`src/rtl/load_store_unit.sv`:
```
// load_store_unit: bridges the MEM stage and a byte-addressed data memory.
// Takes one load/store per req handshake, drives the memory port, and returns
// an extended load result or store completion on a resp handshake. Loads the
// memory cannot serve in one access are assembled from single-byte reads.
// Optional build macro LSU_MISALIGN_TRAP_EN: misaligned accesses return an
// error instead of being split (loads) or written natively (stores).
module load_store_unit #(
  parameter int XLEN     = 32,
  parameter int MEM_SIZE = 1024
) (
  input  logic            clk,
  input  logic            reset,
  input  logic            req_valid,
  output logic            req_ready,
  input  logic            req_we,
  input  logic [2:0]      req_funct3,
  input  logic [XLEN-1:0] req_addr,
  input  logic [XLEN-1:0] req_wdata,
  output logic            resp_valid,
  input  logic            resp_ready,
  output logic [XLEN-1:0] resp_rdata,
  output logic            resp_err,
  output logic [XLEN-1:0] mem_addr,
  output logic [XLEN-1:0] mem_wdata,
  output logic [3:0]      mem_wr_en,
  output logic [1:0]      mem_load_type,
  output logic            mem_read,
  input  logic [XLEN-1:0] mem_rdata
);

  typedef enum logic [1:0] {
    ST_IDLE   = 2'b00,
    ST_ACCESS = 2'b01,
    ST_SPLIT  = 2'b10,
    ST_RESP   = 2'b11
  } state_t;

  localparam logic [XLEN:0] MEM_LIMIT = (XLEN+1)'(MEM_SIZE);

  // Access size in bytes from funct3[1:0]; 11 is illegal and caught elsewhere.
  function automatic logic [2:0] size_of(input logic [1:0] f);
    case (f)
      2'b00:   size_of = 3'd1;
      2'b01:   size_of = 3'd2;
      default: size_of = 3'd4;
    endcase
  endfunction

  // Index of the last byte lane of a split access.
  function automatic logic [1:0] last_lane(input logic [1:0] f);
    case (f)
      2'b00:   last_lane = 2'd0;
      2'b01:   last_lane = 2'd1;
      default: last_lane = 2'd3;
    endcase
  endfunction

  // Byte write enables for SB/SH/SW.
  function automatic logic [3:0] wr_mask(input logic [1:0] f);
    case (f)
      2'b00:   wr_mask = 4'b0001;
      2'b01:   wr_mask = 4'b0011;
      default: wr_mask = 4'b1111;
    endcase
  endfunction

  // Final load extension: signed forms sign-extend, unsigned forms zero-extend.
  function automatic logic [XLEN-1:0] extend_load(input logic [2:0] f3, input logic [XLEN-1:0] d);
    case (f3)
      3'b000:  extend_load = {{(XLEN-8){d[7]}}, d[7:0]};
      3'b001:  extend_load = {{(XLEN-16){d[15]}}, d[15:0]};
      3'b100:  extend_load = {{(XLEN-8){1'b0}}, d[7:0]};
      3'b101:  extend_load = {{(XLEN-16){1'b0}}, d[15:0]};
      default: extend_load = d;
    endcase
  endfunction

  state_t          state_r, state_next_s;
  logic            op_we_r;
  logic [2:0]      op_funct3_r;
  logic [XLEN-1:0] op_addr_r, op_wdata_r, bytes_r, resp_rdata_r, assembled_s;
  logic [1:0]      cnt_r;
  logic            resp_err_r;

  logic [2:0]      req_size_s;
  logic [XLEN:0]   req_end_s;
  logic            illegal_s, range_err_s, misalign_s, req_err_s, split_s;

  assign req_ready  = (state_r == ST_IDLE);
  assign resp_valid = (state_r == ST_RESP);
  assign resp_rdata = resp_rdata_r;
  assign resp_err   = resp_err_r;

  // Classify the incoming request: legality, range, alignment, split need.
  always_comb begin
    req_size_s  = size_of(req_funct3[1:0]);
    req_end_s   = {1'b0, req_addr} + {{(XLEN-2){1'b0}}, req_size_s};
    range_err_s = (req_end_s > MEM_LIMIT);
    illegal_s   = (req_funct3[1:0] == 2'b11) | (req_funct3[2] & (req_we | req_funct3[1]));
    case (req_funct3[1:0])
      2'b00:   misalign_s = 1'b0;
      2'b01:   misalign_s = req_addr[0];
      default: misalign_s = (req_addr[1:0] != 2'b00);
    endcase
`ifdef LSU_MISALIGN_TRAP_EN
    req_err_s = illegal_s | range_err_s | misalign_s;
    split_s   = 1'b0;
`else
    req_err_s = illegal_s | range_err_s;
    split_s   = ~req_we & misalign_s;
`endif
  end

  // Insert the byte returned this cycle into its lane of the split buffer.
  always_comb begin
    assembled_s = bytes_r;
    assembled_s[{cnt_r, 3'b000} +: 8] = mem_rdata[7:0];
  end

  // State register.
  always_ff @(posedge clk or posedge reset) begin
    if (reset) state_r <= ST_IDLE;
    else       state_r <= state_next_s;
  end

  // Next-state logic and memory port drive; memory port idles at zero.
  always_comb begin
    state_next_s  = state_r;
    mem_addr      = {XLEN{1'b0}};
    mem_wdata     = {XLEN{1'b0}};
    mem_wr_en     = 4'b0000;
    mem_load_type = 2'b00;
    mem_read      = 1'b0;
    case (state_r)
      ST_IDLE: begin
        if (req_valid) begin
          if (req_err_s)    state_next_s = ST_RESP;
          else if (split_s) state_next_s = ST_SPLIT;
          else              state_next_s = ST_ACCESS;
        end else begin
          state_next_s = ST_IDLE;
        end
      end
      ST_ACCESS: begin
        mem_addr     = op_addr_r;
        state_next_s = ST_RESP;
        if (op_we_r) begin
          mem_wdata = op_wdata_r;
          mem_wr_en = wr_mask(op_funct3_r[1:0]);
        end else begin
          mem_read      = 1'b1;
          mem_load_type = op_funct3_r[1:0];
        end
      end
      ST_SPLIT: begin
        mem_read = 1'b1;
        mem_addr = op_addr_r + {{(XLEN-2){1'b0}}, cnt_r};
        if (cnt_r == last_lane(op_funct3_r[1:0])) state_next_s = ST_RESP;
        else                                      state_next_s = ST_SPLIT;
      end
      ST_RESP: begin
        if (resp_ready) state_next_s = ST_IDLE;
        else            state_next_s = ST_RESP;
      end
      default: state_next_s = ST_IDLE;
    endcase
  end

  // Request capture, byte assembly and response registers.
  always_ff @(posedge clk or posedge reset) begin
    if (reset) begin
      op_we_r      <= 1'b0;
      op_funct3_r  <= 3'b000;
      op_addr_r    <= {XLEN{1'b0}};
      op_wdata_r   <= {XLEN{1'b0}};
      bytes_r      <= {XLEN{1'b0}};
      cnt_r        <= 2'd0;
      resp_rdata_r <= {XLEN{1'b0}};
      resp_err_r   <= 1'b0;
    end else begin
      case (state_r)
        ST_IDLE: begin
          if (req_valid) begin
            op_we_r      <= req_we;
            op_funct3_r  <= req_funct3;
            op_addr_r    <= req_addr;
            op_wdata_r   <= req_wdata;
            bytes_r      <= {XLEN{1'b0}};
            cnt_r        <= 2'd0;
            resp_rdata_r <= {XLEN{1'b0}};
            resp_err_r   <= req_err_s;
          end
        end
        ST_ACCESS: begin
          if (op_we_r) resp_rdata_r <= {XLEN{1'b0}};
          else         resp_rdata_r <= extend_load(op_funct3_r, mem_rdata);
        end
        ST_SPLIT: begin
          bytes_r <= assembled_s;
          cnt_r   <= cnt_r + 2'd1;
          if (cnt_r == last_lane(op_funct3_r[1:0]))
            resp_rdata_r <= extend_load(op_funct3_r, assembled_s);
        end
        ST_RESP: begin
          if (resp_ready) begin
            resp_rdata_r <= {XLEN{1'b0}};
            resp_err_r   <= 1'b0;
          end
        end
        default: begin
          cnt_r <= 2'd0;
        end
      endcase
    end
  end

endmodule
```
`config.mk`:
```
export PLATFORM = sky130hd
export DESIGN_NAME = load_store_unit
export DESIGN_NICKNAME = d
export VERILOG_FILES = /design/src/rtl/load_store_unit.sv
export SDC_FILE = /design/constraint.sdc
export NUM_CORES = 1
export LEC_CHECK = 0
export CORE_AREA = 5 5 206 128
export CTS_BUF_LIST = sky130_fd_sc_hd__clkbuf_8
export DETAILED_ROUTE_END_ITERATION = 8
export DIE_AREA = 0 0 211 133
export DONT_BUFFER_PORTS = 1
export MAX_ROUTING_LAYER = met4
export PLACE_DENSITY = 0.53
export SLEW_MARGIN = 40
export SYNTH_ARGS = -nofsm -noshare
export SYNTH_HDL_FRONTEND = slang
export SYNTH_SLANG_ARGS = --single-unit
```
`constraint.sdc`:
```
create_clock -name clk -period 8.9 [get_ports clk]
set_input_delay 2.67 -clock clk [delete_from_list [all_inputs] [get_ports clk]]
set_output_delay 2.67 -clock clk [all_outputs]
set_load 0.01 [all_outputs]
```
Word level (Yosys, flattened, before mapping)
Cells that the tools add are included.
Widths: inputs -> output; s select.
{"block": "totals", "elab_cells": 80, "ff_bits": 137, "in_bits": 104}
{"block": "classes", "n_mux": 34, "shift": 2, "bitwise": 6, "n_lt_le_gt_ge": 1, "n_eq_ne": 13, "add_sub_neg": 4, "n_reduce_logical": 11}
{"op": "$pmux 32 s4", "n": 3}
{"op": "$mux 32", "n": 6}
{"op": "$pmux 32 s2", "n": 2}
{"op": "$add 32x3->33", "n": 1}
{"op": "$gt 33x11->1 const B", "n": 1}
{"op": "$add 32x2->32", "n": 1}
{"op": "$bwmux 32", "n": 1}
{"op": "$shift 8x7->32 const A", "n": 1}
{"op": "$shiftx 8x7->32", "n": 1}
{"op": "$mux 2", "n": 8}
{"op": "$mux 4", "n": 2}
{"op": "$pmux 2 s2", "n": 2}
{"op": "$pmux 2 s4", "n": 1}
{"op": "$pmux 4 s2", "n": 1}
{"op": "$neg 5->7", "n": 1}
{"op": "$eq 2x1->1 const B", "n": 3}
{"op": "$eq 2x2->1 const B", "n": 3}
{"op": "$eq 3x3->1 const B", "n": 2}
{"op": "$logic_not 2->1", "n": 3}
{"op": "$pmux 1 s2", "n": 3}
{"op": "$pmux 3 s2", "n": 1}
{"op": "$reduce_and 3->1", "n": 2}
{"op": "$reduce_bool 2->1", "n": 3}
{"op": "$mux 1", "n": 4}
{"op": "10 further kinds", "n": 15}

Longest topological paths before layout
Gate-level depths: netlist (run 1).
{"block": "depth", "word_depth": 8, "ltp_mapped": 13, "mapped_depth_nobuf": 11}

Worst setup path before layout (run 1)
No wires, ideal clock.
{"block": "synth_path", "kind": "flip-flop to output port", "startpoint": "register cnt_r[1]", "endpoint": "output port mem_addr[31]", "required_time_ns": 6.230, "path_slack_ns": 3.764, "stages_incl_launch_ff": 11, "t_arrival_ns": 2.466, "cell_sequence": "dfrtp_1 > ha_1 > a21o_1 > or4b_4 > nor3_4 > and3_1 > buf_6 > and3_4 > nand3_2 > xnor2_1 > a22o_1"}
{"block": "synth_between", "elab_chain_len": 2}
{"item": "start: declaration", "line": "82", "text": "logic [1:0] cnt_r;"}
{"item": "start signal: assignment", "line": "200", "text": "cnt_r <= cnt_r + 2'd1;"}
{"item": "$add 32x2->32", "line": "157", "text": "mem_addr = op_addr_r + {{(XLEN-2){1'b0}}, cnt_r};"}
{"item": "$pmux 32 s2", "line": "134", "text": "case (state_r)"}
{"item": "end: declaration", "line": "23", "text": "output logic [XLEN-1:0] mem_addr,"}
Every way passes these cells.

Final worst setup path (run 1)
{"block": "layout_path", "startpoint": "register cnt_r[0]", "endpoint": "output port mem_addr[30]"}
Same word-level chain as after synthesis.

==> impl_metrics.tcl, run 1 <==
set metrics [dict create \
    slew_headroom 0.4625 \
    rr_worst_depth 8 \
    numCtsBuffers 17 \
    die-area_um2 28060 \
    min_path_cells 2 \
    period_minus_slack_ns 6.147 \
    critPathKind "flip-flop to output pin" \
    status "finished clean" \
    intPower_mw 1.627 \
    fillers 2509 \
    p_total_mw 3.021 \
    ctsResizeCount 0 \
    wirelength_um 26460 \
    cts_buffer_depth 2 \
    die-height_um 133 \
    drive_gt1_frac 0.1503 \
    synth_edf_count 0 \
    synth_top_cell_area_share 0.4120 \
    ir_drop_mv 0.1822 \
    cp_common_cell "nand4_1" \
    critPathRequiredTime_ns 6.23 \
    seqCellArea_um2 3430 \
    clock_latency_ns 0.45 \
    drt-wirelength-per-cell_um 21.55 \
    rsz0062_at_grt "false" \
    synth_area_leaders "dfrtp_1, mux2_2, o21ai_0" \
    combPwrFrac 0.445 \
    ys.flop_type "dfrtp_1" \
    first_pass_iters 5 \
    core_area_um2 24550 \
    p_clk_frac 0.166 \
    hold_path.class "flip-flop to flip-flop" \
    synth_nets 1033 \
    final_core_util 0.3664 \
    swShare 0.4616 \
    final_cell_mix "dfrtp_1, nand2_1, o21ai_0, mux2_2, nor2_1" \
    fin_nets 1005 \
    startpoint "cnt_r[0]" \
    worstReg2RegEnd "bytes_r[11]" \
    cts_setup_buffers 0 \
    worstHoldStart "bytes_r[30]" \
    p_leak_nw 3.794 \
    dp_hpwl_um 19110 \
    via_count 6780 \
    core.rowCount 45 \
    grt_pass1_vias 6652 \
    syn_area_per_cell_um2 9.113 \
    synth_warnings 0 \
    hold_viol 0 \
    grt_pass1_wl_um 41200 \
    grt_antenna_before_repair 1 \
    detail-route-antenna-nets 0 \
    drcViolationCount 0 \
    cts_tree "yes" \
    multiInputGateArea_um2 4608 \
    final_common_cell "dfrtp_1" \
    crit_slowest_cell "nor3_1" \
    start_kind "flip-flop" \
    holdBufCountCts 0 \
    holdPathEnd "bytes_r[30]" \
    gp_congestion 0.9138 \
    grt_overflow_total 0 \
    p_per_area_nw_per_um2 335.9 \
    ioPinCount 210 \
    areaGrowthSynthToFinish_pct 8.105 \
    syn-cell-area_um2 8320 \
    p_switching_mw 1.395 \
    viasPerCell 5.521 \
    slowest_delay_ns 0.63 \
    max_freq_ghz 0.1627 \
    critPathMaxFanout 11 \
    synth-seq-cells 137 \
    synth.distinct_cells 61 \
    r2r_start "state_r[0]" \
    grt_max_degree 73 \
    root_buffer "clkbuf_8" \
    clk_pin_slew_ns 0.07 \
    setup_viol 0 \
    setup_tns_ns 0 \
    cts_sinks 137 \
    cap_violations 0 \
    fin_skew_ns 0.01440 \
    cts_htree_levels 4 \
    end_kind "output pin" \
    start_util 0.3389 \
    reg2reg_slack_ns 5.48 \
    worstPathCellList "ha_1, fa_1, and3_2, nand4_1, nor3_1, nand4_1, nor2_1, xor2_1, a22oi_1, nor2b_1" \
    drt_iter0_drc 602 \
    ys_seq_area_frac 0.4120 \
    die_w_um 211 \
    dp.cells 1195 \
    pwr-share-seq 0.389 \
    layout.cells.non_filler 1228 \
    synthArstFlopShare 1.000 \
    synth_top_area_cell "dfrtp_1" \
    final-max-slew-violation-count 0 \
    port_buffers 0 \
    tightest_slew_ns 0.8002 \
    cp.arrival_ns 3.48 \
    grt.total_usage 0.1937 \
    finalCritPeriodShare 0.6906 \
    synthesis.instances 913 \
]
cells in the mapped netlist (all sizes together), types with 10 or more instances:
cell,number
dfrtp,137
nand2,90
o21ai,89
mux2,68
nor2,62
nor2b,52
clkbuf,50
and3,49
a21oi,46
a22oi,32
nand3,29
a22o,23
a211oi,18
inv,17
and2,14
ha,14
nand4,14
xor2,13
nor3,12
a31oi,10
xnor2,10
layout make-up:
class                           instances  area share
Antenna cell                            1   0.0002782
Clock buffer                           20     0.03060
Clock inverter                         12     0.01127
Inverter                               17    0.007651
Multi-Input combinational cell        700      0.5123
Sequential cell                       137      0.3813
Tap cell                              329     0.04576
Timing Repair Buffer                   12     0.01085
worst max-delay path: cells and delay by family (launching register included):
| family | cells | cell delay (ns) |
|---|---|---|
| and+or+nand+nor | 6 | 1.72 |
| DFF | 1 | 0.57 |
| adders and majority gates | 2 | 0.47 |
| AOI/OAI and AO/OA | 1 | 0.10 |
| xor gates and xnor gates | 1 | 0.17 |
how the worst max path moves through the flow:
| stage | endpoint | cells past startpoint | slack, ns |
|---|---|---|---|
| 6_report | mem_addr[30] | 10 | 2.75 |
| 5_1_grt | mem_addr[30] | 10 | 2.40 |
| 4_1_cts | mem_addr[30] | 10 | 2.70 |
| 3_5_place_dp | mem_addr[30] | 10 | 3.21 |
| 3_3_place_gp | mem_addr[26] | 10 | 3.28 |
| 2_1_floorplan | bytes_r[0] | 1 | 2.56 |
layer usage:
metal,part of all wire,vias up,wire length (um),global-route usage
li1,-,3220,-,-
met1,0.50,3313,13320,0.2917
met2,0.41,231,10730,0.2515
met3,0.083,16,2189,0.06540
met4,0.0080,0,213,0.03239
met5,0,-,0,-
through the flow:
step                area, um^2  worst slack, ns  hold slack (ns)
floorplan                 8320            2.562           0.4422
global placement          8600            3.281           0.4536
detailed placement        8613            3.209           0.4626
CTS                       8990            2.696           0.4810
global route              8995            2.402           0.5046
finish                    8995            2.753           0.4747
power groups by stage:
stage | Sequential, mW | Clock (mW) | Combinational [mW]
final | 1.18 | 0.500 | 1.35
after global routing | 1.22 | 0.550 | 1.49
after CTS | 1.18 | 0.523 | 1.35
after detailed placement | 1.19 | 0 | 1.35
after global placement | 1.18 | 0 | 1.34
after floorplan | 1.05 | 0 | 1.08
flip-flops by register name (all words and copies together), names as in the netlist:
register / cells
bytes_r: 32
cnt_r: 2
op_addr_r: 32
op_funct3_r: 3
op_wdata_r: 32
op_we_r: 1
resp_err: 1
resp_rdata: 32
state_r: 2
logic make-up (layout without fill, tap and decap cells):
group                      after synthesis  count (layout)  synth area share
xor gates and xnor gates                23              23           0.02421
DFF                                    137             137            0.4120
and+or+nand+nor                        347             347            0.2226
buffers and inverters                   76              61           0.03639
adders and majority gates               16              16           0.02587
muxes                                   76              76            0.1017
AOI/OAI and AO/OA                      238             238            0.1773
other                                    0               1                 0
Power figures use the tool's default switching activity.
==> inputs of run 2 (changes only) <==
--- a/config.mk
+++ b/config.mk
@@ -5,10 +5,11 @@
 export SDC_FILE = /design/constraint.sdc
 export NUM_CORES = 1
 export LEC_CHECK = 0
-export CORE_AREA = 5 5 206 128
+export ABC_AREA = 1
+export CORE_AREA = 5 5 213 133
 export CTS_BUF_LIST = sky130_fd_sc_hd__clkbuf_8
 export DETAILED_ROUTE_END_ITERATION = 8
-export DIE_AREA = 0 0 211 133
+export DIE_AREA = 0 0 218 138
 export DONT_BUFFER_PORTS = 1
 export MAX_ROUTING_LAYER = met4
 export PLACE_DENSITY = 0.53
==> constraint.sdc (replaced) <==
create_clock -name clk -period 5.9 [get_ports clk]
set_input_delay 1.77 -clock clk [delete_from_list [all_inputs] [get_ports clk]]
set_output_delay 1.77 -clock clk [all_outputs]
set_load 0.01 [all_outputs]
==> run 2 against run 1 <==
  * Register-to-register slack worse by 2.9 ns
  * Critical endpoint is now mem_addr[20]
  * Synthesized area up 7.9%
  * Count of clock-buffer cells in the layout unchanged
  * Largest power group unchanged
  * Utilization up 0.64 points
  * Largest cell class unchanged
==> impl_metrics.tcl, run 2 <==
set metrics [dict create \
    ys.flop_type "dfrtp_1" \
    gp_congestion 0.9193 \
    ctsResizeCount 0 \
    reg2reg_slack_ns 2.56 \
    clock_latency_ns 0.49 \
    hold_viol 0 \
    grt_max_degree 101 \
    fin_skew_ns 0.01426 \
    min_path_cells 2 \
    grt_pass1_vias 7833 \
    cts_tree "yes" \
    cts_buffer_depth 2 \
    grt.total_usage 0.2062 \
    final_common_cell "nand2_1" \
    worstReg2RegEnd "resp_rdata[15]" \
    combPwrFrac 0.463 \
    holdBufCountCts 0 \
    synth_warnings 0 \
    hold_path.class "flip-flop to flip-flop" \
    die_w_um 218 \
    cts_setup_buffers 0 \
    synth_top_area_cell "dfrtp_1" \
    p_switching_mw 2.331 \
    cap_violations 0 \
    cp.arrival_ns 3.18 \
    synth_most_common_cell "nand2_1" \
    max_freq_ghz 0.2021 \
    status "finished clean" \
    tightest_slew_ns 0.7970 \
    hold_ws_ns 0.4826 \
    synth.distinct_cells 49 \
    grt_pass1_wl_um 47310 \
    pwr-share-seq 0.362 \
    setup_viol 0 \
    start_kind "flip-flop" \
    worstPathCellList "ha_1, fa_1, nand3_2, nor2_2, nand2_2, nor4_4, nand2_1, nor2_2, nand2_1, o21ai_1, nand3_1, a21oi_1" \
    dp_hpwl_um 23460 \
    critPathMaxFanout 15 \
    drt-wirelength-per-cell_um 18.58 \
    final_cell_mix "nand2_1, inv_1, dfrtp_1, o21ai_0, nor2_1" \
    r2r_start "state_r[1]" \
    synth-seq-cells 137 \
    intPower_mw 2.268 \
    detail-route-antenna-nets 0 \
    cts_htree_levels 4 \
    p_leak_nw 4.298 \
    synth_edf_count 0 \
    synthArstFlopShare 1.000 \
    synth_area_leaders "dfrtp_1, nand2_1, o21ai_0" \
    viasPerCell 5.208 \
    p_total_mw 4.600 \
    areaGrowthSynthToFinish_pct 8.072 \
    drive_gt1_frac 0.08873 \
    period_minus_slack_ns 4.948 \
    critPathKind "flip-flop to output pin" \
    die-area_um2 30080 \
    slowest_delay_ns 0.62 \
    synth_top_cell_area_share 0.3820 \
    p_per_area_nw_per_um2 474.2 \
    ioPinCount 210 \
    setup_tns_ns 0 \
    end_kind "output pin" \
    p_clk_frac 0.175 \
    core_area_um2 26020 \
    antenna_cells 0 \
    syn-cell-area_um2 8975 \
    start_util 0.3450 \
    slew_headroom 0.4654 \
    via_count 8624 \
    seqCellArea_um2 3428 \
    worstHoldStart "bytes_r[4]" \
    ys_seq_area_frac 0.3820 \
    multiInputGateArea_um2 4767 \
    wirelength_um 30770 \
    fin_nets 1403 \
    swShare 0.5069 \
    grt_overflow_total 0 \
    synthesis.instances 1305 \
    syn_area_per_cell_um2 6.877 \
    cts_sinks 137 \
    rr_worst_depth 11 \
    rsz0062_at_grt "false" \
    synth_nets 1425 \
    ir_drop_mv 0.1703 \
    numCtsBuffers 17 \
    drcViolationCount 0 \
    first_pass_iters 6 \
    core.rowCount 46 \
    crit_slowest_cell "dfrtp_1" \
    drt_iter0_drc 956 \
    synth_common_cells "nand2_1, inv_1, dfrtp_1" \
    root_buffer "clkbuf_8" \
    port_buffers 0 \
    holdPathEnd "bytes_r[4]" \
    grt_antenna_before_repair 0 \
    finalCritPeriodShare 0.8387 \
    clk_pin_slew_ns 0.08 \
    critPathRequiredTime_ns 4.13 \
    fillers 2820 \
    die-height_um 138 \
    final_core_util 0.3728 \
    final-max-slew-violation-count 0 \
]
run 2: logic make-up after synthesis:
logic type	share of synthesized area
DFF	0.3820
AOI/OAI and AO/OA	0.1720
adders and majority gates	0.02398
buffers and inverters	0.08866
and+or+nand+nor	0.3275
xor gates and xnor gates	0.005855
run 2: per-layer routing:
metal,vias up,track usage,part of all wire
li1,4226,-,-
met1,4060,0.3090,0.50
met2,318,0.2713,0.40
met3,20,0.06480,0.090
met4,0,0.03963,0.0096
met5,-,-,0
run 2: how the worst max path moves through the flow:
| stage | to | slack, ns | from |
|---|---|---|---|
| 4_1_cts | mem_addr[20] | 0.93 | cnt_r[0] |
| 6_report | mem_addr[20] | 0.95 | cnt_r[0] |
| 3_5_place_dp | mem_addr[20] | 1.49 | cnt_r[0] |
| 3_3_place_gp | mem_addr[20] | 1.56 | cnt_r[0] |
| 5_1_grt | mem_addr[20] | 0.59 | cnt_r[0] |
| 2_1_floorplan | bytes_r[0] | 0.46 | reset |
run 2: power by group through the flow:
stage | clock (mW) | combinational [mW] | sequential (mW)
floorplan | 0 | 1.58 | 1.57
global placement | 0 | 2.09 | 1.68
detailed placement | 0 | 2.11 | 1.68
CTS | 0.830 | 2.12 | 1.67
global route | 0.869 | 2.40 | 1.71
finish | 0.804 | 2.13 | 1.66
run 2: stage by stage:
step           worst slack [ns]  std cells  area (um^2)
3_5_place_dp              1.485       1624         9291
6_report                 0.9516       1656         9699
5_1_grt                  0.5870       1656         9699
2_1_floorplan            0.4622       1305         8975
4_1_cts                  0.9288       1656         9692
3_3_place_gp              1.564       1624         9286
run 2: worst max-delay path: cells and delay by family, from the launching register on:
kind,cells,cell delay [ns]
AND/OR/NAND/NOR,8,1.05
flip-flops,1,0.62
adder cells (fa/ha/maj),2,0.57
AO/OA/AOI/OAI,2,0.47
run 2: area by class of cell:
type / count / area share
clock buffers: 20 / 0.02838
flip-flops and latches: 137 / 0.3535
multi-input cells: 964 / 0.4915
well taps: 360 / 0.04644
clock inverters: 12 / 0.01290
repair buffers: 9 / 0.006966
inverters: 154 / 0.06037
